File: config.mk
export PLATFORM = sky130hd
export DESIGN_NAME = onehot_collector
export DESIGN_NICKNAME = d
export VERILOG_FILES = /design/src/rtl/onehot_collector.sv
export SDC_FILE = /design/constraint.sdc
export NUM_CORES = 1
export LEC_CHECK = 0
export ABC_AREA = 0
export BUFFER_PORTS_ARGS = -buffer_cell sky130_fd_sc_hd__buf_2
export CAP_MARGIN = 10
export CORE_MARGIN = 5
export CORE_UTILIZATION = 42
export CTS_BUF_LIST = sky130_fd_sc_hd__clkbuf_4
export CTS_CLUSTER_DIAMETER = 150
export CTS_CLUSTER_SIZE = 10
export DETAILED_ROUTE_END_ITERATION = 6
export PLACE_DENSITY_LB_ADDON = 0.08
export SLEW_MARGIN = 20
export SYNTH_ARGS = -nofsm -noshare
export SYNTH_HDL_FRONTEND = slang
export SYNTH_SLANG_ARGS = --single-unit
File: constraint.sdc
create_clock -name clk -period 1.2 [get_ports clk]
set_input_delay 0.06 -clock clk [delete_from_list [all_inputs] [get_ports clk]]
set_output_delay 0.06 -clock clk [all_outputs]
set_load 0.01 [all_outputs]
File: src/rtl/onehot_collector.sv
// onehot_collector: rebuilds a bit-vector mask from a stream of binary bit
// indices. Each accepted index is decoded to one-hot and OR-accumulated until
// a beat tagged last arrives. The mask, its population count and the
// duplicate/out-of-range flags are then offered on a val/rdy output stream.
// istream_rdy and ostream_val depend only on the state register, so there is
// no combinational path from any input to either handshake output.
module onehot_collector #(
  parameter  int p_width = 8,
  localparam int IW      = (p_width > 1) ? $clog2(p_width) : 1,
  localparam int CW      = $clog2(p_width + 1)
) (
  input  logic               clk,
  input  logic               rst,
  input  logic               istream_val,
  output logic               istream_rdy,
  input  logic [IW-1:0]      istream_idx,
  input  logic               istream_last,
  output logic               ostream_val,
  input  logic               ostream_rdy,
  output logic [p_width-1:0] ostream_mask,
  output logic [CW-1:0]      ostream_count,
  output logic               ostream_dup,
  output logic               ostream_err
);

  typedef enum logic {
    ACCUM = 1'b0,
    SEND  = 1'b1
  } state_e;

  // p_width always fits in IW+1 bits, so the range check is a plain compare.
  localparam logic [IW:0] P_LIM = (IW + 1)'(p_width);

  state_e             state_q, state_d;
  logic [p_width-1:0] mask_q, mask_d;
  logic [CW-1:0]      count_q, count_d;
  logic               dup_q, dup_d;
  logic               err_q, err_d;

  logic [p_width-1:0] onehot;
  logic               idx_oor;
  logic               idx_hit;
  logic               in_fire;
  logic               out_fire;

  // Index decoder. An out-of-range index matches no bit, so it decodes to 0.
  for (genvar gi = 0; gi < p_width; gi++) begin : g_dec
    assign onehot[gi] = (istream_idx == IW'(gi));
  end

  assign idx_oor  = ({1'b0, istream_idx} >= P_LIM);
  assign idx_hit  = |(onehot & mask_q);
  assign in_fire  = istream_val && (state_q == ACCUM);
  assign out_fire = ostream_rdy && (state_q == SEND);

  // Next-state: accumulate accepted indices, hand the set over on last,
  // and clear everything once the consumer takes the mask.
  always_comb begin
    state_d = state_q;
    mask_d  = mask_q;
    count_d = count_q;
    dup_d   = dup_q;
    err_d   = err_q;
    case (state_q)
      ACCUM: begin
        if (in_fire) begin
          if (idx_oor) begin
            err_d = 1'b1;
          end else if (idx_hit) begin
            dup_d = 1'b1;
          end else begin
            mask_d  = mask_q | onehot;
            count_d = count_q + CW'(1);
          end
          if (istream_last) begin
            state_d = SEND;
          end
        end
      end
      SEND: begin
        if (out_fire) begin
          mask_d  = '0;
          count_d = '0;
          dup_d   = 1'b0;
          err_d   = 1'b0;
          state_d = ACCUM;
        end
      end
      default: begin
        state_d = ACCUM;
      end
    endcase
  end

  // State registers; an asynchronous reset drops any partial set silently.
  always_ff @(posedge clk or negedge rst) begin
    if (!rst) begin
      state_q <= ACCUM;
      mask_q  <= '0;
      count_q <= '0;
      dup_q   <= 1'b0;
      err_q   <= 1'b0;
    end else begin
      state_q <= state_d;
      mask_q  <= mask_d;
      count_q <= count_d;
      dup_q   <= dup_d;
      err_q   <= err_d;
    end
  end

  // Handshake outputs come straight from the state register.
  assign istream_rdy = (state_q == ACCUM);
  assign ostream_val = (state_q == SEND);

  // Payload reads zero whenever no mask is being offered.
  assign ostream_mask  = ostream_val ? mask_q  : '0;
  assign ostream_count = ostream_val ? count_q : '0;
  assign ostream_dup   = ostream_val & dup_q;
  assign ostream_err   = ostream_val & err_q;

endmodule

### After elaboration in Yosys (flattened, before gate mapping)

Cells that the tools add are included.

* flip-flop bits (word level): 15
* input port bits: 8
* output and inout bits: 16
* word-level logic and storage cells: 48

* add/sub/neg operators: 1
* eq/ne operators: 11
* multiplexer cells: 19
* bitwise logic cells: 5
* reduce and logical (&&, ||, !) cells: 7

Operators with widths (number)
* 8-bit 2-to-1 mux: 4
* 4-bit 2-to-1 mux: 4
* 8-bit case mux with 2 select lines: 1
* 3-bit == test, second input constant: 4
* 8-bit AND: 1
* 8-bit OR: 1
* 4-bit case mux with 2 select lines: 1
* 8-bit OR reduction: 1
* 1-bit 2-to-1 mux: 7
* 3-bit by 2-bit == test with 1-bit output, second input constant: 2
* 2-bit by 1-bit != test with 1-bit output, second input constant: 3
* 3-bit AND reduction: 2
* 4-bit by 1-bit adder with 4-bit output, second input constant: 1
* 1-bit case mux with 2 select lines: 2
* 3-bit by 1-bit == test with 1-bit output, second input constant: 1
* 3-bit logical NOT: 1
* 1-bit AND: 2
* 1-bit logical AND: 2
* 2-bit != test, second input constant: 1
* 2-bit AND reduction: 1
* 1-bit inverter: 1

### Longest topological paths before layout

Gate-level depths: netlist of the first run.

* word-level depth: 6
* gate-level depth with buffers: 5
* gate-level depth less buffers: 4

### Worst setup path after synthesis of the first run

Ideal clock, no wire load.

* path type: register to register
* start point: register mask_q[7]
* end point: register count_q[0]
* setup time: 79 ps
* arrival: 1181 ps
* data required time: 1121 ps
* slack: -60 ps
* stages on the path, launching flop included: 5
* path buffers: 0
* period minus slack after synthesis: 1260 ps
* cell sequence: dfrtp_1 > mux2i_1 > mux4_2 > nand2_2 > mux2i_1

* cells in the longest elaborated chain, start to end: 4

Ends and longest elaborated chain
* start, declared: line 35 `logic [p_width-1:0] mask_q, mask_d;`
* start signal, assigned: line 105 `mask_q <= mask_d;`
* 8-bit AND: line 52 `assign idx_hit = |(onehot & mask_q);`
* 8-bit OR reduction: line 52
* 2-bit != test (no source line)
* 3-bit AND reduction (no source line)
* end signal, assigned: line 106 `count_q <= count_d;`
* end, declared: line 36 `logic [CW-1:0] count_q, count_d;`

No other way between the ends.
A chain may end at the register's enable or synchronous reset.

### Worst setup path after layout of the first run

* start point: register mask_q[6]
* end point: register count_q[2]

Same word-level chain as after synthesis.

==> impl_metrics.json, run 1 <==
{
  "outcome": "finished with violations",
  "violations": "setup timing",
  "initial_utilization": 0.4449,
  "vias": 687,
  "synth_area_um2": 768.2,
  "cp-start-kind": "flip-flop",
  "syn_inst": 82,
  "grt.total_usage": 0.1370,
  "finalSetupViolCount": 6,
  "drv_cap": 0,
  "worstPathCellList": "mux2i_1 -> mux4_2 -> a31o_1 -> o31ai_1",
  "cts_max_level": 1,
  "syn_nets": 91,
  "die_area_um2": 2785,
  "peakVddDrop_mv": 0.9317,
  "netlist_top_cells_area": "dfrtp_1 (46%), and2_1 (11%), mux2i_1 (9.1%), nor2_1 (5.4%), a21oi_1 (3.9%)",
  "drtIter0Drc": 7,
  "final_hold_viol_count": 0,
  "avgRoutedWirePerCell_um": 12.53,
  "endpoint_kind": "flip-flop",
  "cts_sinks": 14,
  "n_antenna_cell": 0,
  "fin_crit_sh": 1.136,
  "drc": 0,
  "area_growth_pct": 46.74,
  "fin_skew_ns": 0.003620,
  "grt_max_degree": 15,
  "placed_area_um2": 967.2,
  "p_leak_uw": 0.0005910,
  "yosysTopAreaCell": "dfrtp_1",
  "fp.dieH_um": 52.77,
  "cts.clk_slew.worst_paths_ns": 0.08,
  "grt_antenna_before_repair": 0,
  "drt-total-wl_um": 1779,
  "ant_nets": 0,
  "io_pins": 24,
  "die-width_um": 52.77,
  "final_net_count": 128,
  "synth.avg_cell_area_um2": 9.369,
  "drt-vias-per-instance": 4.838,
  "ys_warn_count": 0,
  "stdcell_area_um2": 1127,
  "final_cell_mix": "buf_2 (13), dfrtp_1 (13), buf_6 (12), and2_4 (10), nor2_1 (10)",
  "grt_first_pass_wirelength_um": 2815,
  "layout_min_cycle_time_ns": 1.363,
  "hpwl_um": 1335,
  "core-area_um2": 1727,
  "ys_types": 23,
  "synth_ff_type": "dfrtp_1",
  "portBuffers": 22,
  "cts_tree": "done",
  "synth-edff-count": 0,
  "drive_gt1_frac": 0.4530,
  "hold_class": "in -> reg",
  "crit_type": "reg -> reg",
  "cp.required_ns": 1.38,
  "numCtsBuffers": 3,
  "fmaxAchievable_mhz": 733.6,
  "slowest_delay_ns": 0.53,
  "synth-async-reset-ratio": 1.000,
  "critPathSlowestCell": "mux4_2",
  "insertion_delay_ns": 0.27,
  "p_per_area_nw_per_um2": 1426,
  "first_pass_iters": 4,
  "cp_max_fo": 3,
  "arrival_ns": 1.54,
  "grt_overflow": 0,
  "grt_setup_unrepaired": "yes",
  "synth.top_cell.area_share": 0.4560,
  "clock_path_buffers": 2,
  "finalWorstSetupSlack_ns": -0.1631,
  "slew_violations": 0,
  "globalplace.congestion": 0.7755,
  "post-place-ws_ns": -0.1320,
  "ys_seq_elements": 14,
  "cts_root_buf": "clkbuf_4",
  "synth_seq_area_share": 0.4560,
  "grt_pass1_vias": 669,
  "rows": 15,
  "setup_tns_ns": -0.6929
}
-- critical path: cells and delay by family (launching register included) --
family             cells  cell delay (ns)
AOI/OAI and AO/OA      2             0.29
DFF                    1             0.37
muxes                  2             0.60
-- path summary, 6_finish.rpt --
| kind | from | endpoint | slack (ns) | depth (start not counted) |
|---|---|---|---|---|
| setup / recovery | mask_q[6] | count_q[2] | -0.16 | 4 |
| hold / removal | istream_last | ostream_val | 0.006 | 3 |
| setup reg to reg | mask_q[6] | count_q[2] | -0.16 | 4 |
| hold reg to reg | dup_q | dup_q | 0.53 | 2 |
| max in group asynchronous | rst | ostream_val | 0.73 | 2 |
| min in group asynchronous | rst | mask_q[2] | 0.20 | 2 |
-- registers in the layout, summed over array words and instances, names as in the netlist --
name / flops
count_q: 4
dup_q: 1
mask_q: 8
ostream_val: 1
-- kinds of logic after synthesis --
| kind of cell | Yosys count | synth area share |
|---|---|---|
| adder cells (fa/ha/maj) | 1 | 0.01628 |
| other | 1 | 0.004881 |
| multiplexers | 8 | 0.1205 |
| buffers and inverters | 7 | 0.04885 |
| AND/OR/NAND/NOR | 37 | 0.2459 |
| AO/OA/AOI/OAI | 13 | 0.09609 |
| flip-flops | 14 | 0.4560 |
| XOR/XNOR | 1 | 0.01140 |
-- metrics by stage --
| step | std cells | hold WS, ns | total power (uW) | util |
|---|---|---|---|---|
| final | 142 | 0.006319 | 1607 | 0.6529 |
| after global routing | 142 | 0.03021 | 1721 | 0.6529 |
| after CTS | 140 | 0.01250 | 1500 | 0.5804 |
| after detailed placement | 136 | -0.02710 | 1237 | 0.5601 |
| after global placement | 136 | -0.02781 | 1220 | 0.5601 |
| after floorplan | 82 | -0.2356 | 1025 | - |
-- final cells by class --
class	instances	area, um^2
sequential	14	351.6
multi-input combinational	61	429.2
tap	25	31.28
clock buffer	3	22.52
timing repair buffer	35	277.8
fill	165	599.3
inverter	4	15.01
-- cell usage after synthesis, drive strengths merged (2+ instances only) --
| library cell | count |
|---|---|
| mux2i | 7 |
| o21ai | 3 |
| a21oi | 6 |
| nor2 | 11 |
| a31oi | 2 |
| nor2b | 2 |
| buf | 2 |
| dfrtp | 14 |
| inv | 4 |
| and2 | 14 |
| nand2 | 7 |
-- where the power goes --
part | internal, uW | leakage (uW) | switching (uW)
registers | 602 | 0.000180 | 118
logic | 351 | 0.000397 | 278
clock network | 116 | 0.0000138 | 143
total | 1070 | 0.000591 | 539
-- layer usage --
| metal | part of all wire | GRT usage |
|---|---|---|
| met1 | 0.47 | 0.1746 |
| met3 | 0.049 | 0.02849 |
| met4 | 0.0079 | 0.05106 |
| met5 | 0 | 0 |
| met2 | 0.47 | 0.2252 |
-- what timing repair did --
| item | 4_1_cts | 5_1_grt |
|---|---|---|
| endpoints found under the setup margin | 9 | 22 |
| hold buffers | 1 | 0 |
| resized for setup | 1 | 28 |
| pin swaps | 0 | 1 |
| setup buffers | 0 | 1 |
| cloned | 0 | 1 |
| hold endpoints to repair | 14 | 0 |
No activity file was read; power rests on OpenSTA's default activity.
==> run 2, diff against run 1 <==
Settings changed: ABC_AREA 0 to 1.
Clock period 1.2 ns to 1.12 ns, I/O delays scaled along.
==> run 2 against run 1 <==
Net effect:
- the flow still finishes with violations (setup timing)
- critical endpoint is now count_q[0]
- clock power rose by 17%
- non-clock buffer count up 14
- area after synthesis is 32% higher
- worst hold slack improved by 0.18 ns
- flip-flop and latch count stayed put
- first-iteration DRC count increased to 4.7 times the previous value
- design area up 34%
- highest routed layer unchanged
==> impl_metrics.json, run 2 <==
{
  "area_growth_pct": 49.14,
  "drc": 0,
  "synth-async-reset-ratio": 1.000,
  "ant_nets": 0,
  "synth.top_cell.area_share": 0.3457,
  "grt_pass1_vias": 1016,
  "top_regs": "mask_q x8, count_q x4",
  "hold_class": "in -> async",
  "fmaxAchievable_mhz": 823.7,
  "layout.cells.most_common": "nand2_1",
  "post-place-ws_ns": -0.07089,
  "n_antenna_cell": 0,
  "drt-total-wl_um": 2649,
  "synth_ff_type": "dfrtp_1",
  "cts.clk_slew.worst_paths_ns": 0.09,
  "synth-edff-count": 0,
  "avgRoutedWirePerCell_um": 12.38,
  "io_pins": 24,
  "cts_tree": "done",
  "hpwl_um": 1865,
  "drive_gt1_frac": 0.5000,
  "rows": 17,
  "largest_reg_flops": 8,
  "cp-start-kind": "flip-flop",
  "p_per_area_nw_per_um2": 1712,
  "yosysTopAreaCell": "dfrtp_1",
  "synth_seq_area_share": 0.3457,
  "drv_cap": 0,
  "ys_warn_count": 0,
  "finalWorstSetupSlack_ns": -0.09402,
  "die-width_um": 59.12,
  "endpoint_kind": "flip-flop",
  "stdcell_area_um2": 1511,
  "clock_path_buffers": 2,
  "netlist_top_cells_area": "dfrtp_1 (35%), nand2_1 (14%), nand3_1 (10%), inv_1 (5.6%), nand3_2 (4.9%)",
  "fin_crit_sh": 1.084,
  "final_hold_viol_count": 0,
  "fin_skew_ns": 0.007968,
  "peakVddDrop_mv": 0.9565,
  "grt_max_degree": 15,
  "drtIter0Drc": 33,
  "numCtsBuffers": 3,
  "reg2reg_to": "count_q[0]",
  "fill_cells": 213,
  "slew_violations": 0,
  "cp.required_ns": 1.30,
  "grt_setup_unrepaired": "yes",
  "synthTopCellsByCount": "nand2_1 (39), nand3_1 (21), inv_1 (15)",
  "vias": 1032,
  "initial_utilization": 0.4495,
  "violations": "setup timing",
  "numPlacedInstances": 202,
  "ys_seq_elements": 14,
  "cp_max_fo": 6,
  "r2r-start": "mask_q[2]",
  "cts_max_level": 1,
  "insertion_delay_ns": 0.29,
  "layout_min_cycle_time_ns": 1.214,
  "first_pass_iters": 4,
  "outcome": "finished with violations",
  "grt_overflow": 0,
  "largest-register": "mask_q",
  "setup_tns_ns": -1.824,
  "fp.dieH_um": 59.12,
  "finalSetupViolCount": 25,
  "synth_area_um2": 1013,
  "grt_first_pass_wirelength_um": 4464,
  "drt-vias-per-instance": 4.822,
  "final_cell_mix": "nand2_1 (24), buf_2 (18), buf_4 (18)",
  "die_area_um2": 3495,
  "crit_type": "reg -> reg",
  "yosysMostFrequentCell": "nand2_1",
  "cts_root_buf": "clkbuf_4",
  "grt_antenna_before_repair": 0,
  "arrival_ns": 1.39,
  "ys_types": 26,
  "grt.total_usage": 0.1657,
  "placed_area_um2": 1280,
  "final_net_count": 196,
  "syn_nets": 149,
  "ff2ff_path_depth": 7,
  "core-area_um2": 2255,
  "syn_inst": 140,
  "synth.avg_cell_area_um2": 7.239,
  "fin_cells": 214,
  "globalplace.congestion": 0.8857,
  "p_leak_uw": 0.0008840,
  "fin_util": 0.6704,
  "r2r_setup_slack_ns": -0.09,
  "cts_sinks": 14,
  "portBuffers": 22
}
## run 2: per-layer routing
layer	GRT usage	wire, um	up-vias
li1	-	-	542
met1	0.2209	1232	462
met2	0.2618	1254	21
met3	0.02832	116	7
met4	0.07120	46	0
met5	0	0	-
## run 2: how the worst max path moves through the flow
| stage | cells after the start | startpoint | slack, ns | endpoint |
|---|---|---|---|---|
| 5_1_grt | 7 | mask_q[5] | -0.18 | mask_q[0] |
| 3_5_place_dp | 8 | mask_q[4] | -0.07 | count_q[3] |
| 3_3_place_gp | 7 | mask_q[4] | -0.07 | mask_q[7] |
| 6_report | 7 | mask_q[2] | -0.09 | count_q[0] |
| 4_1_cts | 7 | mask_q[1] | -0.07 | mask_q[2] |
| 2_1_floorplan | 7 | ostream_val | -0.02 | mask_q[6] |
## run 2: where the power goes
part	internal [uW]	leakage [uW]	switching, uW
sequential	701	0.000183	148
combinational	698	0.000686	738
clock	129	0.0000154	173
## run 2: cell families (layout without fill, tap and decap cells)
logic type / after synthesis / count (layout) / synth area share
AND/OR/NAND/NOR: 85 / 86 / 0.4123
buffers and inverters: 28 / 73 / 0.1506
flip-flops: 14 / 14 / 0.3457
AO/OA/AOI/OAI: 9 / 9 / 0.05803
XOR/XNOR: 2 / 2 / 0.01729
adder cells (fa/ha/maj): 1 / 1 / 0.01234
other: 1 / 1 / 0.003700
## run 2: worst max-delay path, stage by stage (launching register included)
cell and delay, ns:
dfrtp_1 0.39, nand4_1 0.09, nand2_1 0.07, nor2_2 0.17
nand3_2 0.11, buf_6 0.16, nand3_2 0.05, nand2_1 0.05
## run 2: metrics by stage
stage / power [uW] / hold WS [ns]
after floorplan: 1580 / -0.2396
after global placement: 2028 / -0.02620
after detailed placement: 2053 / -0.01850
after CTS: 2420 / 0.2116
after global routing: 2814 / 0.2270
final: 2588 / 0.1857
## run 2: final cells by class
type / count / area [um^2] / area share
sequential: 14 / 351.6 / 0.2326
clock inverter: 1 / 3.754 / 0.002483
clock buffer: 3 / 22.52 / 0.01490
timing repair buffer: 49 / 389.1 / 0.2575
multi-input combinational: 99 / 626.9 / 0.4147
inverter: 20 / 82.58 / 0.05464
tap: 28 / 35.03 / 0.02318
## run 2: repair_timing
action                                  in CTS  in global routing
resized for setup                            9                 26
endpoints found under the setup margin      27                 28
endpoints found under the hold margin       15                  0
setup buffers                                2                  1
pin swaps                                    5                 10
gates cloned                                 0                  2
hold buffers                                 3                  0
